<file path="config.mk">
export PLATFORM = sky130hd
export DESIGN_NAME = ps2_ascii_kbd
export DESIGN_NICKNAME = d
export VERILOG_FILES = /design/src/rtl/ps2_ascii_kbd.sv
export SDC_FILE = /design/constraint.sdc
export NUM_CORES = 1
export LEC_CHECK = 0
export ABC_AREA = 1
export BUFFER_PORTS_ARGS = -buffer_cell sky130_fd_sc_hd__buf_4
export CORE_MARGIN = 4
export CORE_UTILIZATION = 40
export DETAILED_ROUTE_END_ITERATION = 10
export GPL_TIMING_DRIVEN = 0
export PLACE_DENSITY = 0.65
export SLEW_MARGIN = 20
export SYNTH_ARGS = -nofsm -noshare
export SYNTH_HDL_FRONTEND = slang
export SYNTH_SLANG_ARGS = --single-unit
</file>
<file path="constraint.sdc">
create_clock -name clk -period 6.2 [get_ports clk]
set_input_delay 1.24 -clock clk [delete_from_list [all_inputs] [get_ports clk]]
set_output_delay 1.24 -clock clk [all_outputs]
set_load 0.01 [all_outputs]
</file>
<file path="src/rtl/ps2_ascii_kbd.sv">
// PS/2 scan-code set 2 keyboard front end: frame receiver, make/break decoder,
// Shift/Caps tracking and a level-held ASCII output for the character terminal.
module ps2_ascii_kbd #(
  parameter int CLK_HZ         = 50000000,
  parameter int TIMEOUT_CYCLES = 100000
) (
  input  logic       clk,
  input  logic       reset,
  input  logic       ps2_clk,
  input  logic       ps2_data,
  output logic [7:0] ascii_out,
  output logic       key_down,
  output logic       new_key,
  output logic       frame_err,
  output logic       caps_on
);

  // A zero timeout falls back to 2 ms derived from the clock frequency.
  localparam int LIMIT  = (TIMEOUT_CYCLES > 0) ? TIMEOUT_CYCLES : (CLK_HZ / 500);
  localparam int IDLE_W = $clog2(LIMIT + 1);

  typedef enum logic [1:0] {ST_IDLE, ST_BRK, ST_EXT, ST_EXT_BRK} state_t;

  logic [2:0]        clk_sync, data_sync;
  logic              fall, bit_in;
  logic [3:0]        bit_cnt;
  logic [8:0]        shift_reg;
  logic              start_bad;
  logic [IDLE_W-1:0] idle_cnt;
  logic              byte_valid;
  logic [7:0]        rx_byte;

  state_t     state, state_nxt;
  logic [7:0] ascii_nxt, hold_code, hold_code_nxt;
  logic       new_nxt, caps_nxt, caps_held, caps_held_nxt;
  logic       shift_l, shift_l_nxt, shift_r, shift_r_nxt, hold_ext, hold_ext_nxt;
  logic       is_make, is_break, ext;
  logic [8:0] map;

  // Returns {mapped, ascii} for a make of the given key.
  function automatic logic [8:0] key_map(input logic x, input logic [7:0] code,
                                         input logic upper, input logic shift);
    logic [7:0] ch;
    logic       ok, letter;
    ch = 8'h00; ok = 1'b1; letter = 1'b1;
    if (x) begin
      letter = 1'b0;
      case (code)
        8'h75:   ch = 8'h38;
        8'h72:   ch = 8'h32;
        8'h6B:   ch = 8'h34;
        8'h74:   ch = 8'h36;
        default: ok = 1'b0;
      endcase
    end else begin
      case (code)
        8'h1C: ch = 8'h61;  8'h32: ch = 8'h62;  8'h21: ch = 8'h63;  8'h23: ch = 8'h64;
        8'h24: ch = 8'h65;  8'h2B: ch = 8'h66;  8'h34: ch = 8'h67;  8'h33: ch = 8'h68;
        8'h43: ch = 8'h69;  8'h3B: ch = 8'h6A;  8'h42: ch = 8'h6B;  8'h4B: ch = 8'h6C;
        8'h3A: ch = 8'h6D;  8'h31: ch = 8'h6E;  8'h44: ch = 8'h6F;  8'h4D: ch = 8'h70;
        8'h15: ch = 8'h71;  8'h2D: ch = 8'h72;  8'h1B: ch = 8'h73;  8'h2C: ch = 8'h74;
        8'h3C: ch = 8'h75;  8'h2A: ch = 8'h76;  8'h1D: ch = 8'h77;  8'h22: ch = 8'h78;
        8'h35: ch = 8'h79;  8'h1A: ch = 8'h7A;
        default: begin
          letter = 1'b0;
          case (code)
            8'h16:   ch = shift ? 8'h21 : 8'h31;
            8'h1E:   ch = shift ? 8'h40 : 8'h32;
            8'h26:   ch = shift ? 8'h23 : 8'h33;
            8'h25:   ch = shift ? 8'h24 : 8'h34;
            8'h2E:   ch = shift ? 8'h25 : 8'h35;
            8'h36:   ch = shift ? 8'h5E : 8'h36;
            8'h3D:   ch = shift ? 8'h26 : 8'h37;
            8'h3E:   ch = shift ? 8'h2A : 8'h38;
            8'h46:   ch = shift ? 8'h28 : 8'h39;
            8'h45:   ch = shift ? 8'h29 : 8'h30;
            8'h29:   ch = 8'h20;
            8'h5A:   ch = 8'h0D;
            8'h66:   ch = 8'h08;
            default: ok = 1'b0;
          endcase
        end
      endcase
    end
    if (letter && upper) ch = ch - 8'h20;
    return {ok, ch};
  endfunction

  assign fall     = clk_sync[2] & ~clk_sync[1];
  assign bit_in   = data_sync[1];
  assign key_down = (ascii_out != 8'h00);

  // Synchronizers idle high so reset never fabricates an edge on an idle bus.
  always_ff @(posedge clk) begin
    if (reset) begin
      clk_sync  <= 3'b111;
      data_sync <= 3'b111;
    end else begin
      clk_sync  <= {clk_sync[1:0], ps2_clk};
      data_sync <= {data_sync[1:0], ps2_data};
    end
  end

  // Frame receiver with idle timeout; shift_reg collects data then parity.
  always_ff @(posedge clk) begin
    if (reset) begin
      bit_cnt    <= 4'd0;
      shift_reg  <= 9'd0;
      start_bad  <= 1'b0;
      idle_cnt   <= '0;
      byte_valid <= 1'b0;
      frame_err  <= 1'b0;
      rx_byte    <= 8'h00;
    end else begin
      byte_valid <= 1'b0;
      frame_err  <= 1'b0;
      if (fall) begin
        idle_cnt <= '0;
        if (bit_cnt == 4'd10) begin
          bit_cnt <= 4'd0;
          if (!start_bad && (^shift_reg) && bit_in) begin
            byte_valid <= 1'b1;
            rx_byte    <= shift_reg[7:0];
          end else begin
            frame_err <= 1'b1;
          end
        end else begin
          if (bit_cnt == 4'd0) start_bad <= bit_in;
          else                 shift_reg <= {bit_in, shift_reg[8:1]};
          bit_cnt <= bit_cnt + 4'd1;
        end
      end else begin
        if (idle_cnt != IDLE_W'(LIMIT)) idle_cnt <= idle_cnt + {{(IDLE_W-1){1'b0}}, 1'b1};
        else if (bit_cnt != 4'd0)       bit_cnt  <= 4'd0;
      end
    end
  end

  // Decoder next state: prefix tracking, modifiers, mapping and hold register.
  always_comb begin
    state_nxt     = state;
    ascii_nxt     = ascii_out;
    new_nxt       = 1'b0;
    caps_nxt      = caps_on;
    caps_held_nxt = caps_held;
    shift_l_nxt   = shift_l;
    shift_r_nxt   = shift_r;
    hold_code_nxt = hold_code;
    hold_ext_nxt  = hold_ext;
    is_make       = 1'b0;
    is_break      = 1'b0;
    ext           = 1'b0;
    if (byte_valid) begin
      case (state)
        ST_IDLE: begin
          if (rx_byte == 8'hF0)      state_nxt = ST_BRK;
          else if (rx_byte == 8'hE0) state_nxt = ST_EXT;
          else                       is_make   = 1'b1;
        end
        ST_EXT: begin
          ext = 1'b1;
          if (rx_byte == 8'hF0) state_nxt = ST_EXT_BRK;
          else                  is_make   = 1'b1;
        end
        ST_BRK:     is_break = 1'b1;
        ST_EXT_BRK: begin is_break = 1'b1; ext = 1'b1; end
        default:    state_nxt = ST_IDLE;
      endcase
      if (is_make || is_break) state_nxt = ST_IDLE;
    end
    map = key_map(ext, rx_byte, (shift_l | shift_r) ^ caps_on, shift_l | shift_r);
    if (is_make) begin
      if (!ext && rx_byte == 8'h12)      shift_l_nxt = 1'b1;
      else if (!ext && rx_byte == 8'h59) shift_r_nxt = 1'b1;
      else if (!ext && rx_byte == 8'h58) begin
        if (!caps_held) caps_nxt = ~caps_on;
        caps_held_nxt = 1'b1;
        ascii_nxt     = 8'h14;
        hold_code_nxt = rx_byte;
        hold_ext_nxt  = 1'b0;
        new_nxt       = 1'b1;
      end else if (map[8]) begin
        ascii_nxt     = map[7:0];
        hold_code_nxt = rx_byte;
        hold_ext_nxt  = ext;
        new_nxt       = 1'b1;
      end else begin
        ascii_nxt = ascii_out;
      end
    end else if (is_break) begin
      if (!ext && rx_byte == 8'h12)      shift_l_nxt   = 1'b0;
      else if (!ext && rx_byte == 8'h59) shift_r_nxt   = 1'b0;
      else if (!ext && rx_byte == 8'h58) caps_held_nxt = 1'b0;
      else                               caps_held_nxt = caps_held;
      if (rx_byte == hold_code && ext == hold_ext) ascii_nxt = 8'h00;
    end else begin
      ascii_nxt = ascii_out;
    end
  end

  // Decoder state and registered outputs.
  always_ff @(posedge clk) begin
    if (reset) begin
      state     <= ST_IDLE;
      ascii_out <= 8'h00;
      new_key   <= 1'b0;
      caps_on   <= 1'b0;
      caps_held <= 1'b0;
      shift_l   <= 1'b0;
      shift_r   <= 1'b0;
      hold_code <= 8'h00;
      hold_ext  <= 1'b0;
    end else begin
      state     <= state_nxt;
      ascii_out <= ascii_nxt;
      new_key   <= new_nxt;
      caps_on   <= caps_nxt;
      caps_held <= caps_held_nxt;
      shift_l   <= shift_l_nxt;
      shift_r   <= shift_r_nxt;
      hold_code <= hold_code_nxt;
      hold_ext  <= hold_ext_nxt;
    end
  end

endmodule

</file>
# After elaboration in Yosys (flattened, before gate mapping)
# Cells that the tools add are included.
dict set report classes {
  add_sub_neg 3
  eq_ne 61
  n_mux 74
  n_bitwise 12
  reduce_logical 39
}
# op n
set ops {}
lappend ops {{$eq 8x6->1 const B} 23}
lappend ops {{$pmux 7 s26} 1}
lappend ops {{$eq 8x7->1 const B} 15}
lappend ops {{$pmux 7 s13} 1}
lappend ops {{$mux 8} 11}
lappend ops {{$eq 8x5->1 const B} 8}
lappend ops {{$mux 1} 40}
lappend ops {{$mux 5} 8}
lappend ops {{$reduce_or 26->1} 1}
lappend ops {{$pmux 6 s4} 1}
lappend ops {{$add 17x1->17 const B} 1}
lappend ops {{$ne 17x17->1 const B} 1}
lappend ops {{$eq 8x8->1 const B} 2}
lappend ops {{$mux 4} 4}
lappend ops {{$mux 7} 2}
lappend ops {{$reduce_or 13->1} 1}
lappend ops {{$reduce_and 3->1} 4}
lappend ops {{$reduce_and 4->1} 3}
lappend ops {{$reduce_and 5->1} 2}
lappend ops {{$not 1->1} 9}
lappend ops {{$reduce_xor 9->1} 1}
lappend ops {{$eq 8x8->1} 1}
lappend ops {{$mux 2} 4}
lappend ops {{$reduce_bool 2->1} 4}
lappend ops {{27 further kinds} 41}
dict set report word_totals {
  register_bits 70
}

# Longest topological paths before layout
# Gate-level depths: netlist of the first run.
dict set report depth {
  ltp_word 12
  depth_mapped 20
  depth_no_buf 19
}

# Worst setup path after synthesis of the first run
# Ideal clock, no wire load.
dict set report synth_path {
  path_kind {reg-to-reg}
  from {reg rx_byte[5]}
  to {reg ascii_out[6]}
  setup_time_ns 0.064
  t_arrival_ns 1.999
  path_slack_ns 4.137
  path_stages_with_launch 20
  path_buffers 1
  period_less_slack_ns 2.063
  path_cell_list {dfxtp_1 -> buf_4 -> inv_2 -> nand2_1 -> nor2_4 -> nand2_1 -> nand2_1 -> nor2_2 -> nand2_1 -> nor2_2 -> nand2_2 -> nor2_1 -> nor2_1 -> inv_1 -> ha_1 -> nand3_1 -> nand3_1 -> nand3_2 -> nand2_1 -> nor2_1}
}
dict set report synth_via {
  elab_chain_len 11
  elab_cells_between_ends 86
}
# item line_no
set synth_rtl {}
lappend synth_rtl {{from (decl)} 31} ;# logic [7:0] rx_byte;
lappend synth_rtl {{from (signal assigned)} 123} ;# rx_byte <= shift_reg[7:0];
lappend synth_rtl {{$eq 8x7->1, or another cell as far along} 66} ;# case (code)
lappend synth_rtl {{$pmux 7 s13 / $reduce_or 26->1 (equally long branches)} n/a}
lappend synth_rtl {{$pmux 7 s26 / $mux 1 (equally long branches)} 56} ;# case (code)
lappend synth_rtl {{$mux 8 / $mux 1 (equally long branches)} 46} ;# if (x) begin
lappend synth_rtl {{$sub 8x6->8 / $logic_and 1x1->1 (equally long branches)} 85} ;# if (letter && upper) ch = ch - 8'h20;
lappend synth_rtl {{$mux 8} 85}
lappend synth_rtl {{$mux 8} 182} ;# end else if (map[8]) begin
lappend synth_rtl {{$mux 8} 175} ;# else if (!ext && rx_byte == 8'h58) begin
lappend synth_rtl {{$mux 8} 174} ;# else if (!ext && rx_byte == 8'h59) shift_r_nxt = 1'b1;
lappend synth_rtl {{$mux 8} 173} ;# if (!ext && rx_byte == 8'h12) shift_l_nxt = 1'b1;
lappend synth_rtl {{$mux 8} 172} ;# if (is_make) begin
lappend synth_rtl {{to (signal assigned)} 215} ;# ascii_out <= ascii_nxt;
lappend synth_rtl {{to (decl)} 11} ;# output logic [7:0] ascii_out,
# Parallel ways exist; a longest one is shown, timed or not. The select of a mux whose other input is x is not followed.
# A chain may end at the register's enable or synchronous reset.

# Final worst setup path of the first run
dict set report layout_path {
  from {reg ascii_out[3]}
  to {out key_down}
}
dict set report layout_via {
  elab_chain_len 1
}
# item line_no
set layout_rtl {}
lappend layout_rtl {{$reduce_bool 8->1} 91} ;# assign key_down = (ascii_out != 8'h00);
lappend layout_rtl {{to (decl)} 12} ;# output logic key_down,
# Every way passes these cells.

==> flow_summary.json, run 1 <==
{
  "yosys_warnings": 0,
  "cp.required_ps": 4960,
  "synth_cell_types": 35,
  "startpoint_type": "flop",
  "grtUsageTotal_pct": 18.21,
  "clock_latency_ps": 340,
  "hold_path.class": "flop to flop",
  "ys.flop_type": "dfxtp_1",
  "cts_made_buffers": 9,
  "die_width_um": 108.9,
  "drv_slew": 0,
  "ctsResizeCount": 0,
  "yosys.area.top_type": "dfxtp_1",
  "powerDensity_nw_per_um2": 203.1,
  "drv_cap": 0,
  "yosys.area.top_type_share_pct": 34.40,
  "syn-instance-count": 625,
  "ys_top_cells_by_area": "dfxtp_1 (34%), nand2_1 (13%), nor2_1 (7.6%)",
  "clk_pin_slew_worst_paths_ps": 90,
  "antenna-diode-count": 0,
  "syn_to_final_growth_pct": 12.65,
  "ctsHoldBuffers": 0,
  "grt_pass1_wl_mm": 17.43,
  "finalHoldViolCount": 0,
  "yosysMostFrequentCell": "nand2_1",
  "critical_path.endpoint_type": "output pin",
  "htreeDepth": 3,
  "final_area_um2": 4589,
  "cts_buffer_depth": 2,
  "worst-path-max-fanout": 3,
  "cts_tree": "built",
  "grt_pass1_vias": 3863,
  "pwr-share-clk_pct": 48.0,
  "io_pins": 16,
  "worstMarginPinSlew_ps": 543.9,
  "place_hpwl_mm": 7.702,
  "totalPowerFinal_mw": 0.9320,
  "synth-seq-cells": 70,
  "netlist_top_cells_count": "nand2_1 (142), nor2_1 (82), dfxtp_1 (70)",
  "wl_per_cell_um": 12.77,
  "setup_viol": 0,
  "start_util_pct": 41.30,
  "dp_cells": 772,
  "finalWirelength_mm": 10.07,
  "dpl-instance-area_um2": 4345,
  "vias": 4094,
  "dp_slack_ps": 3757,
  "max_freq_mhz": 394.1,
  "port_buffers": 14,
  "syn-cell-area_um2": 4074,
  "avgSynthCellArea_um2": 6.518,
  "rows": 36,
  "ant_nets": 0,
  "tns_ps": 0,
  "antenna_found_initial": 0,
  "post-route-min-period_ps": 2537,
  "fill_cells": 1010,
  "numClockSinks": 70,
  "core_area_um2": 9864,
  "gp_congestion": 0.9096,
  "dieArea_um2": 11860,
  "overflow": 0,
  "pwr-share-comb_pct": 3.1,
  "first_pass_iters": 5,
  "cts_setup_buffers": 0,
  "drive_gt1_share_pct": 11.76,
  "largest_reg_flops": 17,
  "worstPathArrival_ps": 1300,
  "p_int_mw": 0.7305,
  "synth-edff-count": 0,
  "drc": 0,
  "min_period_over_period_pct": 40.92,
  "async_flop_share_pct": 0,
  "p_switching_mw": 0.2015,
  "grt_max_degree": 14,
  "viasPerCell": 5.195,
  "fin_ws_ps": 3663,
  "vdd_drop_max_mv": 0.1679,
  "syn_nets": 635,
  "p_seq_share_pct": 48.9,
  "holdWs_ps": 414.2,
  "rsz0062_at_grt": "no",
  "leakage_nw": 1.874,
  "fin_cells": 788,
  "layout.nets": 660,
  "ys_seq_area_share_pct": 34.40,
  "die_h_um": 108.9,
  "utilization_pct": 46.52,
  "path_class": "flop to output pin",
  "clock_skew_ps": 15.44,
  "dr.first_iter.drc_count": 286,
  "slew_headroom_pct": 63.74,
  "status": "complete, no violations",
  "netSwitchingFraction_pct": 21.62,
  "clock-root-buffer": "clkbuf_8"
}
-- power groups by stage --
stage	Combinational [mW]	Sequential, mW	Clock [mW]
after global routing	0.0331	0.456	0.476
after floorplan	0.0210	0.466	0
after detailed placement	0.0288	0.466	0
final	0.0287	0.456	0.447
after CTS	0.0290	0.456	0.460
after global placement	0.0281	0.466	0
-- layout by cell type, fill, tap and decap left out, drive strengths merged, types with 6 or more instances in the layout --
| cell type | Yosys | layout |
|---|---|---|
| ha | 6 | 6 |
| buf | 10 | 24 |
| nor2 | 92 | 92 |
| dfxtp | 70 | 70 |
| nand2 | 151 | 151 |
| o21ai | 27 | 27 |
| xor2 | 7 | 7 |
| clkbuf | 7 | 16 |
| nor4 | 9 | 9 |
| inv | 67 | 68 |
| nand3 | 60 | 60 |
| nor3 | 19 | 19 |
| nand4 | 18 | 18 |
| xnor2 | 11 | 11 |
| a21oi | 56 | 56 |
-- layer usage --
layer  vias up  GRT usage [%]  routed length [µm]
li1       2106              -                   -
met1      1878          22.99                4687
met2        93          30.88                4802
met3        17          3.197                 383
met4         0          6.943                 192
met5         -              0                   0
-- kinds of logic after synthesis --
family / count (synthesis) / synth area share, %
AND/OR/NAND/NOR: 357 / 39.80
AO/OA/AOI/OAI: 90 / 11.73
buffers and inverters: 84 / 8.354
flip-flops: 70 / 34.40
XOR/XNOR: 18 / 3.870
adder cells (fa/ha/maj): 6 / 1.843
-- critical path, stage by stage (launching register included) --
cell,delay (ps)
dfxtp_1,340
nor4_1,370
nand2_1,90
buf_4,160
-- final cells by class --
class | instances | area (µm²) | area share, %
multi-input combinational | 471 | 2332 | 50.82
sequential | 70 | 1401 | 30.53
inverter | 67 | 251.5 | 5.480
tap | 133 | 166.4 | 3.626
clock buffer | 9 | 123.9 | 2.699
clock inverter | 7 | 120.1 | 2.617
timing repair buffer | 14 | 105.1 | 2.290
buffer | 17 | 88.84 | 1.936
-- path summary, 6_finish.rpt --
path | from | to | slack [ps] | depth (start not counted)
hold reg to reg | data_sync[0]$_SDFF_PP1_ | data_sync[1]$_SDFF_PP1_ | 410 | 1
setup reg to reg | rx_byte[4]$_SDFFE_PP0P_ | ascii_out[6]$_SDFFE_PP0P_ | 3730 | 18
hold / removal | data_sync[0]$_SDFF_PP1_ | data_sync[1]$_SDFF_PP1_ | 410 | 1
setup / recovery | ascii_out[3]$_SDFFE_PP0P_ | key_down | 3660 | 3
Power figures use the tool's default switching activity.
==> run 2: changes to the inputs <==
Clock period 6.2 ns to 2.6 ns, I/O delays scaled along.
==> run 2 against run 1 <==
  * Sequential share of layout area is 0.56 points lower
  * Worst setup slack worse by 3400 ps
  * Final area is 2.2% higher
  * Non-clock buffer count is 3 higher
  * Die area stayed put
  * Critical path depth is 16 higher
  * First-iteration DRC count is 12% higher
  * Sequential power is 140% higher
  * Utilization is 1.0 points higher
  * Total power is 140% higher
  * Via count is 0.56% higher
==> flow_summary.json, run 2 (synthesis gave the netlist of run 1 again) <==
{
  "drc": 0,
  "grtUsageTotal_pct": 18.21,
  "ant_nets": 0,
  "final_area_um2": 4692,
  "fill_cells": 991,
  "cts_tree": "built",
  "port_buffers": 14,
  "tns_ps": 0,
  "totalPowerFinal_mw": 2.222,
  "die_h_um": 108.9,
  "start_util_pct": 41.30,
  "clock-root-buffer": "clkbuf_8",
  "dpl-instance-area_um2": 4345,
  "post-route-min-period_ps": 2373,
  "drv_cap": 0,
  "numClockSinks": 70,
  "pwr-share-comb_pct": 3.1,
  "ctsHoldBuffers": 0,
  "io_pins": 16,
  "path_class": "flop to flop",
  "drive_gt1_share_pct": 14.57,
  "hold_path.class": "primary input to flop",
  "rows": 36,
  "p_seq_share_pct": 48.9,
  "crit_slowest_cell": "dfxtp_1",
  "utilization_pct": 47.56,
  "vdd_drop_max_mv": 0.4003,
  "setup_viol": 0,
  "crit_start": "rx_byte[1]$_SDFFE_PP0P_",
  "layout.nets": 664,
  "worstHoldStart": "ps2_clk",
  "wl_per_cell_um": 12.96,
  "multi_input_area_um2": 2405,
  "finalWirelength_mm": 10.26,
  "gp_congestion": 0.9096,
  "core_area_um2": 9864,
  "die_width_um": 108.9,
  "dp_cells": 772,
  "register_area_um2": 1406,
  "cts_buffer_depth": 2,
  "fin_cells": 792,
  "startpoint_type": "flop",
  "clk_pin_slew_worst_paths_ps": 90,
  "netSwitchingFraction_pct": 21.59,
  "drv_slew": 0,
  "powerDensity_nw_per_um2": 473.5,
  "min_period_over_period_pct": 91.27,
  "slew_headroom_pct": 63.10,
  "antenna-diode-count": 0,
  "syn_to_final_growth_pct": 15.17,
  "dp_slack_ps": 157.0,
  "p_int_mw": 1.742,
  "grt_pass1_wl_mm": 17.43,
  "max_freq_mhz": 421.4,
  "clock_skew_ps": 15.08,
  "pwr-share-clk_pct": 48.0,
  "layout_commonest_cell": "nand2_1",
  "clock_latency_ps": 350,
  "holdWs_ps": 358.7,
  "fin_ws_ps": 227.1,
  "critical_path.endpoint_type": "flop",
  "final_cell_mix": "nand2_1 (138), nor2_1 (76), dfxtp_1 (66)",
  "cp.required_ps": 2890,
  "overflow": 0,
  "htreeDepth": 3,
  "grt_max_degree": 14,
  "worstMarginPinSlew_ps": 551.5,
  "grt_pass1_vias": 3863,
  "max_stage_delay_ps": 300,
  "worstPathArrival_ps": 2660,
  "p_switching_mw": 0.4798,
  "antenna_found_initial": 0,
  "finalHoldViolCount": 0,
  "worst-path-max-fanout": 8,
  "largest_reg_flops": 17,
  "path_cells": "buf_2 -> inv_2 -> nand2_1 -> nor2_2 -> inv_1 -> nor2_1 -> nor2_2 -> nand2_1 -> nor2_2 -> nand2_2 -> nor2_1 -> nor2_1 -> inv_1 -> ha_1 -> nand3_1 -> nand3_1 -> nand3_2 -> nand2_1 -> nor2_1",
  "viasPerCell": 5.198,
  "dieArea_um2": 11860,
  "vias": 4117,
  "first_pass_iters": 5,
  "status": "complete, no violations",
  "r2r_start": "rx_byte[1]$_SDFFE_PP0P_",
  "cpMostUsedCell": "nor2_1",
  "cts_made_buffers": 9,
  "leakage_nw": 1.902,
  "dr.first_iter.drc_count": 319,
  "place_hpwl_mm": 7.702
}
-- run 2: changes by cell type in the layout (fill, tap and decap cells not counted), sizes merged --
cell / delta
nor2: +1
buf: +2
clkbuf: +1
-- run 2: final cells by class --
cell class | instances | share of cell area, %
Tap cell | 133 | 3.547
Sequential cell | 70 | 29.97
Timing Repair Buffer | 17 | 2.720
Inverter | 67 | 5.360
Buffer | 17 | 1.947
Clock buffer | 9 | 2.640
Clock inverter | 7 | 2.560
Multi-Input combinational cell | 472 | 51.25
-- run 2: per-layer routing --
layer | wire, µm | part of all wire (%) | track usage [%] | vias up
li1 | - | - | - | 2114
met4 | 231 | 2.3 | 6.943 | 0
met3 | 398 | 3.9 | 3.197 | 20
met1 | 4726 | 46 | 22.99 | 1890
met2 | 4905 | 48 | 30.88 | 93
met5 | 0 | 0 | 0 | -
-- run 2: power groups by stage --
stage	clock (mW)	combinational [mW]	sequential, mW
floorplan	0	0.0500	1.11
CTS	1.10	0.0692	1.09
detailed placement	0	0.0687	1.11
finish	1.07	0.0685	1.09
global route	1.14	0.0789	1.09
global placement	0	0.0670	1.11
-- run 2: worst paths after layout --
check,slack [ps],cells after the start,end
setup / recovery,230,19,ascii_out[6]$_SDFFE_PP0P_
hold / removal,360,2,clk_sync[0]$_SDFF_PP1_
setup reg to reg,230,19,ascii_out[6]$_SDFFE_PP0P_
hold reg to reg,410,1,data_sync[1]$_SDFF_PP1_
-- run 2: worst max-delay path, delay by kind of cell (launching register included) --
family / cells / cell delay, ps
adder cells (fa/ha/maj): 1 / 290
buffers and inverters: 4 / 400
flip-flops: 1 / 300
AND/OR/NAND/NOR: 14 / 1320
-- run 2: timing repair --
action                                  CTS  global route
endpoints found under the setup margin    0             1
setup buffers                             0             3
gates resized for setup                   0            24
